--- config.mk ---
export PLATFORM = sky130hd
export DESIGN_NAME = switch_egress_port
export DESIGN_NICKNAME = d
export VERILOG_FILES = /design/src/rtl/switch_egress_port.sv
export SDC_FILE = /design/constraint.sdc
export NUM_CORES = 1
export LEC_CHECK = 0
export BUFFER_PORTS_ARGS = -buffer_cell sky130_fd_sc_hd__clkbuf_2
export CORE_UTILIZATION = 45
export DETAILED_ROUTE_END_ITERATION = 8
export GPL_ROUTABILITY_DRIVEN = 0
export PLACE_DENSITY = 0.68
export SYNTH_ARGS = -nofsm -noshare
export SYNTH_HDL_FRONTEND = slang
export SYNTH_SLANG_ARGS = --single-unit
--- constraint.sdc ---
create_clock -name clk -period 6.9 [get_ports clk]
set_input_delay 0.69 -clock clk [delete_from_list [all_inputs] [get_ports clk]]
set_output_delay 0.69 -clock clk [all_outputs]
set_load 0.01 [all_outputs]
--- src/rtl/switch_egress_port.sv ---
// -----------------------------------------------------------------------------
// switch_egress_port
//
// Output end of the 4-port switch. Words from the crossbar are buffered in a
// small FIFO. A three-state FSM checks each FIFO head against this port's ID,
// drops misrouted or loopback packets, and transmits accepted ones off-chip
// under a valid/ready handshake. Delivered and dropped packets are counted
// with saturating counters.
//
// Ports:
//   clk, rst                 clock, synchronous active-high reset
//   in_valid, in_data[15:0]  crossbar word {data[15:8], target[7:4], source[3:0]}
//   in_ready                 FIFO not full (the arbiter grants only while high)
//   out_ready                downstream sink accepts the current word
//   valid_out                output word valid
//   source_out, target_out, data_out   fields of the transmitted packet
//   tx_done                  one-cycle pulse after each completed transmit
//   pkt_cnt, drop_cnt        delivered / dropped packet counters (saturating)
//   ovf                      sticky: in_valid arrived while the FIFO was full
//   fifo_empty, fifo_full    FIFO status
// -----------------------------------------------------------------------------
module switch_egress_port #(
    parameter logic [3:0] PORT_ID = 4'b0001,
    parameter int         DEPTH   = 4,
    parameter int         CNT_W   = 8
) (
    input  logic             clk,
    input  logic             rst,
    input  logic             in_valid,
    input  logic [15:0]      in_data,
    output logic             in_ready,
    input  logic             out_ready,
    output logic             valid_out,
    output logic [3:0]       source_out,
    output logic [3:0]       target_out,
    output logic [7:0]       data_out,
    output logic             tx_done,
    output logic [CNT_W-1:0] pkt_cnt,
    output logic [CNT_W-1:0] drop_cnt,
    output logic             ovf,
    output logic             fifo_empty,
    output logic             fifo_full
);

    localparam int            AW       = $clog2(DEPTH);
    localparam logic [AW:0]   FULL_CNT = (AW + 1)'(DEPTH);

    typedef enum logic [1:0] {
        IDLE  = 2'd0,
        CHECK = 2'd1,
        SEND  = 2'd2
    } state_t;

    // ------------------------------------------------------------------ FIFO
    logic [15:0]   mem [DEPTH];
    logic [AW-1:0] wr_ptr_reg;
    logic [AW-1:0] rd_ptr_reg;
    logic [AW:0]   count_reg;
    logic [15:0]   head_reg;

    state_t state_reg;
    state_t state_next;

    logic push;
    logic pop;
    logic accept;
    logic load_out;
    logic drop;
    logic done;

    assign fifo_full  = (count_reg == FULL_CNT);
    assign fifo_empty = (count_reg == '0);
    assign in_ready   = !fifo_full;

    // Fullness is judged on the registered occupancy only, so a pop at the
    // same edge never opens a slot for the word arriving at that edge.
    assign push = in_valid && !fifo_full;
    // The head is only ever consumed in CHECK, and CHECK is only entered
    // with a non-empty FIFO, so every pop has a valid entry behind it.
    assign pop  = (state_reg == CHECK);

    // Storage array without reset so it can map to RAM.
    always_ff @(posedge clk) begin
        if (push) begin
            mem[wr_ptr_reg] <= in_data;
        end
    end

    // Registered head read. It is refreshed every IDLE cycle, so on the edge
    // that moves IDLE -> CHECK it captures the entry that CHECK examines.
    always_ff @(posedge clk) begin
        if (state_reg == IDLE) begin
            head_reg <= mem[rd_ptr_reg];
        end
    end

    // Pointers are AW bits wide, so they wrap modulo DEPTH on their own.
    always_ff @(posedge clk) begin
        if (rst) begin
            wr_ptr_reg <= '0;
            rd_ptr_reg <= '0;
            count_reg  <= '0;
        end else begin
            if (push) begin
                wr_ptr_reg <= wr_ptr_reg + 1'b1;
            end
            if (pop) begin
                rd_ptr_reg <= rd_ptr_reg + 1'b1;
            end
            case ({push, pop})
                2'b10:   count_reg <= count_reg + 1'b1;
                2'b01:   count_reg <= count_reg - 1'b1;
                default: count_reg <= count_reg;
            endcase
        end
    end

    // ------------------------------------------------------------------- FSM
    // Loopback (source equal to this port) is rejected even if the target
    // matches.
    assign accept = (head_reg[7:4] == PORT_ID) && (head_reg[3:0] != PORT_ID);

    always_ff @(posedge clk) begin
        if (rst) begin
            state_reg <= IDLE;
        end else begin
            state_reg <= state_next;
        end
    end

    always_comb begin
        state_next = state_reg;
        load_out   = 1'b0;
        drop       = 1'b0;
        done       = 1'b0;
        case (state_reg)
            IDLE: begin
                if (!fifo_empty) begin
                    state_next = CHECK;
                end
            end
            CHECK: begin
                if (accept) begin
                    load_out   = 1'b1;
                    state_next = SEND;
                end else begin
                    drop       = 1'b1;
                    state_next = IDLE;
                end
            end
            SEND: begin
                // valid_out is always 1 in SEND, so out_ready alone
                // completes the handshake.
                if (out_ready) begin
                    done       = 1'b1;
                    state_next = IDLE;
                end
            end
            default: begin
                state_next = IDLE;
            end
        endcase
    end

    // ------------------------------------------------------- output registers
    always_ff @(posedge clk) begin
        if (rst) begin
            valid_out  <= 1'b0;
            source_out <= '0;
            target_out <= '0;
            data_out   <= '0;
            tx_done    <= 1'b0;
            pkt_cnt    <= '0;
            drop_cnt   <= '0;
            ovf        <= 1'b0;
        end else begin
            tx_done <= done;
            if (in_valid && fifo_full) begin
                ovf <= 1'b1;
            end
            // Fields are only written on accept, so they hold the last
            // transmitted packet while idle.
            if (load_out) begin
                source_out <= head_reg[3:0];
                target_out <= head_reg[7:4];
                data_out   <= head_reg[15:8];
                valid_out  <= 1'b1;
            end else if (done) begin
                valid_out  <= 1'b0;
            end
            if (done && (pkt_cnt != '1)) begin
                pkt_cnt <= pkt_cnt + 1'b1;
            end
            if (drop && (drop_cnt != '1)) begin
                drop_cnt <= drop_cnt + 1'b1;
            end
        end
    end

endmodule

==> impl_metrics.py, run 1 <==
metrics = {
    "worst_setup_path": {
        "critPathMaxStageDelay_ns": 0.52,
        "cp.required_ns": 7.32,
        "start_kind": "register",
        "path_cells": "or3b_2 -> and2_1 -> inv_1 -> ha_1 -> inv_1 -> fa_1 -> xor2_1 -> or3_1 -> a21oi_1",
        "path_class": "reg2reg",
        "r2r_start": "count_reg[2]",
        "reg2regPathDepth": 9,
        "r2r_end": "count_reg[2]",
        "reg2reg_slack_ns": 4.41,
        "cp.arrival_ns": 2.91,
        "cp_common_cell": "inv_1",
        "cpMaxStageDelayCell": "or3b_2",
        "crit_path_end": "count_reg[2]",
        "crit_path_start": "count_reg[2]",
        "endpoint_kind": "register",
        "path_max_fanout": 7,
    },
    "routing": {
        "wl_per_cell_um": 15.3,
        "ant_nets": 0,
        "wirelength_um": 7960,
        "drc": 0,
        "viasPerCell": 5.22,
        "vias": 2707,
        "drt_iter0_drc": 169,
        "firstDrtPassIters": 4,
    },
    "cells_and_area": {
        "fill_cells": 851,
        "drive_gt1_share_pct": 28.5,
        "final_area_um2": 5690,
        "diodes": 0,
        "syn_to_final_growth_pct": 19.4,
        "largest_reg_flops": 64,
        "nets": 399,
        "post-route-util_pct": 55.4,
    },
    "clocking": {
        "clock-sinks": 124,
        "clk_pin_slew_ns": 0.05,
        "htree_levels": 4,
        "cts_tree": "built",
        "cts_inserted_buffers": 17,
        "cts_setup_buffers": 0,
        "ctsHoldBuffers": 0,
        "clk_latency_ns": 0.51,
        "clock_path_buffers": 2,
        "cts_resized": 0,
        "cts_root_buf": "clkbuf_8",
    },
    "timing": {
        "slew_violations": 0,
        "final_hold_viol_count": 0,
        "tightest_slew_ns": 0.951,
        "tns_ns": 0,
        "max-slew-margin-rel_pct": 36.6,
        "grt_setup_unrepaired": "false",
        "finalCritPeriodShare_pct": 36.1,
        "finalCriticalPeriod_ns": 2.49,
        "setup-violations-final": 0,
        "clock_skew_ns": 0.00611,
        "fmax_ghz": 0.402,
    },
    "floorplanning": {
        "die_h_um": 105,
        "initial_core_util_pct": 46.4,
        "die_area_um2": 11000,
        "die_w_um": 105,
        "rows": 37,
        "core_um2": 10300,
        "ioPinCount": 58,
    },
    "synth": {
        "yosys_register_bits": 124,
        "synth_async_sr_flop_share_pct": 0,
        "avgSynthCellArea_um2": 15.6,
        "syn_area_um2": 4770,
        "synthesis.nets": 334,
        "synth-main-ff-cell": "edfxtp_1",
        "synthTopCellsByCount": "edfxtp_1, dfxtp_1, nor2_1, mux4_2, mux2i_1",
        "synth_cell_types": 47,
        "seq_area_frac_synth_pct": 68.9,
        "ys_warn_count": 0,
        "synth.most_common_cell": "edfxtp_1",
        "synth_top_area_share_pct": 50.4,
        "yosysTopAreaCell": "edfxtp_1",
        "synth.area.top_cells": "edfxtp_1, dfxtp_1, mux4_2, mux2i_1, nor2_1",
        "synthCells": 306,
        "synth_edf_count": 80,
    },
    "power": {
        "p_comb_share_pct": 15.2,
        "power_frac_clock_pct": 37.2,
        "switching_share_pct": 25.2,
        "internal_power_w": 0.00154,
        "p_per_area_nw_per_um2": 363,
        "ir_worst_vdd_v": 0.000146,
        "p_leak_nw": 2.06,
        "p_switching_w": 0.000521,
        "seq_power_share_pct": 47.6,
    },
    "global_routing": {
        "grt_pass1_wl_um": 13000,
        "track_usage_pct": 16.1,
        "antenna_found_initial": 0,
        "grt_overflow": 0,
        "grt_max_degree": 48,
        "grt_pass1_vias": 2687,
    },
    "place": {
        "io_buffers": 57,
        "dp.final_hpwl_um": 5100,
        "placed_area_um2": 5170,
    },
    "worst_hold_path": {
        "hp-class": "in2reg",
        "hp-start": "in_data[4]",
    },
    "status": {
        "status": "completed",
    },
    "run": {
        "cap_viol_max_count": 0,
    },
}
## worst max-delay path: cells and delay by family, from the launching register on
kind / cells / cell delay (ns)
XOR/XNOR: 1 / 0.16
buffers and inverters: 2 / 0.14
adder cells (fa/ha/maj): 2 / 0.55
AND/OR/NAND/NOR: 3 / 1.04
flip-flops: 1 / 0.36
AO/OA/AOI/OAI: 1 / 0.15
## power by group through the flow
| stage | clock network [W] | registers (W) | logic (W) |
|---|---|---|---|
| floorplan | 0 | 0.000983 | 0.000243 |
| global placement | 0 | 0.000993 | 0.000317 |
| detailed placement | 0 | 0.000999 | 0.000319 |
| CTS | 0.000783 | 0.000985 | 0.000324 |
| global route | 0.000816 | 0.000994 | 0.000350 |
| finish | 0.000768 | 0.000982 | 0.000314 |
## logic make-up after synthesis
| group | count (synthesis) | synth area share, % |
|---|---|---|
| flip-flops | 124 | 68.9 |
| AND/OR/NAND/NOR | 83 | 9.97 |
| multiplexers | 33 | 11.2 |
| AO/OA/AOI/OAI | 29 | 4.15 |
| buffers and inverters | 22 | 2.31 |
| adder cells (fa/ha/maj) | 8 | 2.26 |
| XOR/XNOR | 7 | 1.29 |
## cells in the final DEF (no fill, tap or decap), drive strengths merged, types with 2 or more instances in the layout
master | netlist | routed
nand2b | 3 | 3
ha | 7 | 7
mux4 | 16 | 16
edfxtp | 80 | 80
nor4b | 2 | 2
a31oi | 2 | 2
nor2 | 34 | 34
nor3b | 6 | 6
clkinvlp | 0 | 3
or3 | 2 | 2
nand2 | 6 | 6
nand3 | 2 | 2
xnor2 | 4 | 4
clkinv | 0 | 9
o21ai | 3 | 3
nor2b | 3 | 3
and3 | 8 | 8
o31ai | 2 | 2
nand4 | 3 | 3
clkbuf | 9 | 75
a21oi | 12 | 12
xor2 | 3 | 3
inv | 8 | 8
mux2i | 15 | 15
a41oi | 2 | 2
dfxtp | 44 | 44
buf | 5 | 3
mux2 | 2 | 2
or4 | 3 | 3
a211oi | 4 | 4
and4 | 3 | 3
## metal layers
layer | track usage, % | routed length, um | vias to the layer above
li1 | - | - | 1302
met1 | 18.9 | 3460 | 1322
met2 | 26.0 | 4000 | 72
met3 | 4.99 | 376 | 11
met4 | 9.36 | 123 | 0
met5 | 0 | 0 | -
## layout make-up
class / count / area (um^2) / share of cell area (%)
clock inverter: 13 / 104 / 1.82
sequential: 124 / 3280 / 57.7
inverter: 8 / 30.0 / 0.527
multi-input combinational: 160 / 1380 / 24.3
tap: 136 / 170 / 2.99
timing repair buffer: 60 / 308 / 5.41
clock buffer: 18 / 418 / 7.34
## metrics by stage
stage                     total power (W)  hold WS (ns)  instances  worst slack [ns]
after floorplan                   0.00123         0.456        306              4.46
after CTS                         0.00209         0.366        519              4.42
after global placement            0.00131         0.450        488              4.50
after detailed placement          0.00132         0.462        488              4.43
final                             0.00206         0.394        519              4.41
after global routing              0.00216         0.368        519              4.31
## how the worst min path moves through the flow
| stage | endpoint | slack [ns] | cells after the start |
|---|---|---|---|
| 2_1_floorplan | data_out[4] | 0.46 | 2 |
| 3_3_place_gp | ovf | 0.45 | 2 |
| 3_5_place_dp | ovf | 0.46 | 2 |
| 4_1_cts | mem[2][0] | 0.37 | 1 |
| 5_1_grt | mem[1][4] | 0.37 | 1 |
| 6_report | mem[3][4] | 0.39 | 1 |
No activity file was read; power rests on OpenSTA's default activity.
==> inputs of run 2 (changes only) <==
Settings changed: PLACE_DENSITY 0.68 to 0.71.
Clock period 6.9 ns to 2.2 ns, I/O delays scaled along.
==> impl_metrics.py, run 2 (synthesis results as in run 1) <==
metrics = {
    "status": {
        "status": "completed",
    },
    "worst_setup_path": {
        "crit_cells": 9,
        "path_class": "reg2reg",
        "path_delay_family": "simple AND/OR/NAND/NOR gates",
        "endpoint_kind": "register",
        "r2r_start": "count_reg[1]",
        "cp_num_buf_inv": 2,
        "cp.required_ns": 2.62,
        "start_kind": "register",
        "critPathMaxStageDelay_ns": 0.38,
        "reg2regPathDepth": 9,
        "path_max_fanout": 4,
        "path_cells": "or3b_4 -> and2_4 -> inv_4 -> ha_4 -> inv_1 -> fa_2 -> xor2_1 -> or3_1 -> a21oi_2",
        "crit_path_start": "count_reg[1]",
        "cpMaxStageDelayCell": "or3b_4",
        "cp.arrival_ns": 2.62,
    },
    "cells_and_area": {
        "drive_gt1_share_pct": 32.3,
        "fin_cells": 548,
        "nets": 427,
        "seq_area_um2": 3290,
        "most-common-layout-cells": "edfxtp_1, clkbuf_2, dfxtp_1",
        "multi_input_area_um2": 1410,
        "diodes": 0,
        "syn_to_final_growth_pct": 27.2,
        "fill_cells": 818,
        "largest_reg_flops": 64,
        "final_common_cell": "edfxtp_1",
        "final_area_um2": 6060,
    },
    "place": {
        "dp.final_hpwl_um": 5230,
        "io_buffers": 57,
        "dp_cells": 498,
        "placed_area_um2": 5270,
    },
    "clocking": {
        "clock-sinks": 124,
        "cts_tree": "built",
        "clock_path_buffers": 2,
        "htree_levels": 4,
        "clk_pin_slew_ns": 0.06,
        "cts_root_buf": "clkbuf_8",
        "cts_inserted_buffers": 17,
        "clk_latency_ns": 0.51,
    },
    "timing": {
        "fmax_ghz": 0.455,
        "tightest_slew_ns": 0.751,
        "finalCritPeriodShare_pct": 100,
        "clock_skew_ns": 0.00710,
        "final_hold_viol_count": 0,
        "max-slew-margin-rel_pct": 49.9,
        "setup-violations-final": 0,
        "slew_violations": 0,
        "finalCriticalPeriod_ns": 2.20,
        "grt_setup_unrepaired": "true",
    },
    "floorplanning": {
        "die_area_um2": 11000,
        "initial_core_util_pct": 46.4,
        "rows": 37,
        "core_um2": 10300,
        "die_h_um": 105,
        "die_w_um": 105,
        "ioPinCount": 58,
    },
    "global_routing": {
        "grt_max_degree": 38,
        "grt_overflow": 0,
        "grt_pass1_wl_um": 14000,
        "grt_pass1_vias": 2757,
        "antenna_found_initial": 0,
        "track_usage_pct": 17.3,
    },
    "routing": {
        "vias": 2813,
        "drc": 0,
        "wirelength_um": 8980,
        "drt_iter0_drc": 110,
        "ant_nets": 0,
        "wl_per_cell_um": 16.4,
        "firstDrtPassIters": 4,
        "viasPerCell": 5.13,
    },
    "worst_hold_path": {
        "hp-start": "out_ready",
        "hp-class": "in2reg",
        "hold_depth": 4,
    },
    "power": {
        "ir_worst_vdd_v": 0.000532,
        "p_leak_nw": 2.24,
        "p_per_area_nw_per_um2": 1170,
    },
    "run": {
        "cap_viol_max_count": 0,
    },
}
run 2: changes by cell type in the layout (fill, tap and decap cells not counted), moves of 2 or more:
| cell | delta |
|---|---|
| clkinv_1 | -3 |
| dfxtp_1 | -2 |
| buf_4 | +12 |
| dlygate4sd3_1 | +16 |
| bufinv_16 | +3 |
| dfxtp_2 | +2 |
run 2: final cells by class:
type / instances / share of cell area (%)
flip-flops and latches: 124 / 54.2
clock inverters: 15 / 3.28
well taps: 136 / 2.81
multi-input cells: 160 / 23.2
repair buffers: 88 / 9.20
clock buffers: 17 / 6.83
inverters: 8 / 0.536
run 2: power by group:
part	total [W]	internal (W)	switching, W	leakage (nW)
Combinational	0.00118	0.000560	0.000618	0.840
Sequential	0.00307	0.00291	0.000162	1.11
Clock	0.00282	0.00183	0.000987	0.287
run 2: what timing repair did:
action | CTS | global route
cloned | 0 | 0
gates resized for setup | 1 | 2
endpoints found under the hold margin | 64 | 0
hold buffers | 16 | 0
setup endpoints to repair | 1 | 1
buffers inserted | 0 | 2
pin swaps | 0 | 0
run 2: routing by layer:
metal	global-route usage, %	routed length [um]
met5	0	0
met4	8.05	114
met3	5.24	346
met2	28.6	4710
met1	20.7	3810
run 2: worst paths after layout:
| kind | slack, ns | endpoint |
|---|---|---|
| hold / removal | 0.04 | state_reg[1] |
| hold reg to reg | 0.47 | target_out[3] |
| setup reg to reg | 0.0001 | count_reg[2] |
| setup / recovery | 0.0001 | count_reg[2] |
run 2: stage by stage:
step / util (%) / worst slack [ns] / setup TNS, ns / hold WS, ns / total power (W)
after floorplan: - / 0.000378 / 0 / 0.319 / 0.00388
after global placement: 51.3 / 0.0979 / 0 / 0.437 / 0.00418
after detailed placement: 51.3 / 0.0103 / 0 / 0.439 / 0.00424
after CTS: 58.8 / 0.0167 / 0 / 0.0182 / 0.00713
after global routing: 59.0 / -0.0760 / -0.0760 / 0.0343 / 0.00737
final: 59.0 / 0.000129 / 0 / 0.0413 / 0.00707
run 2: tightest hold or removal path: stages:
cell and delay [ns]:
clkbuf_2 0.11, nor3b_1 0.05, nor2_1 0.08, nor2_1 0.04
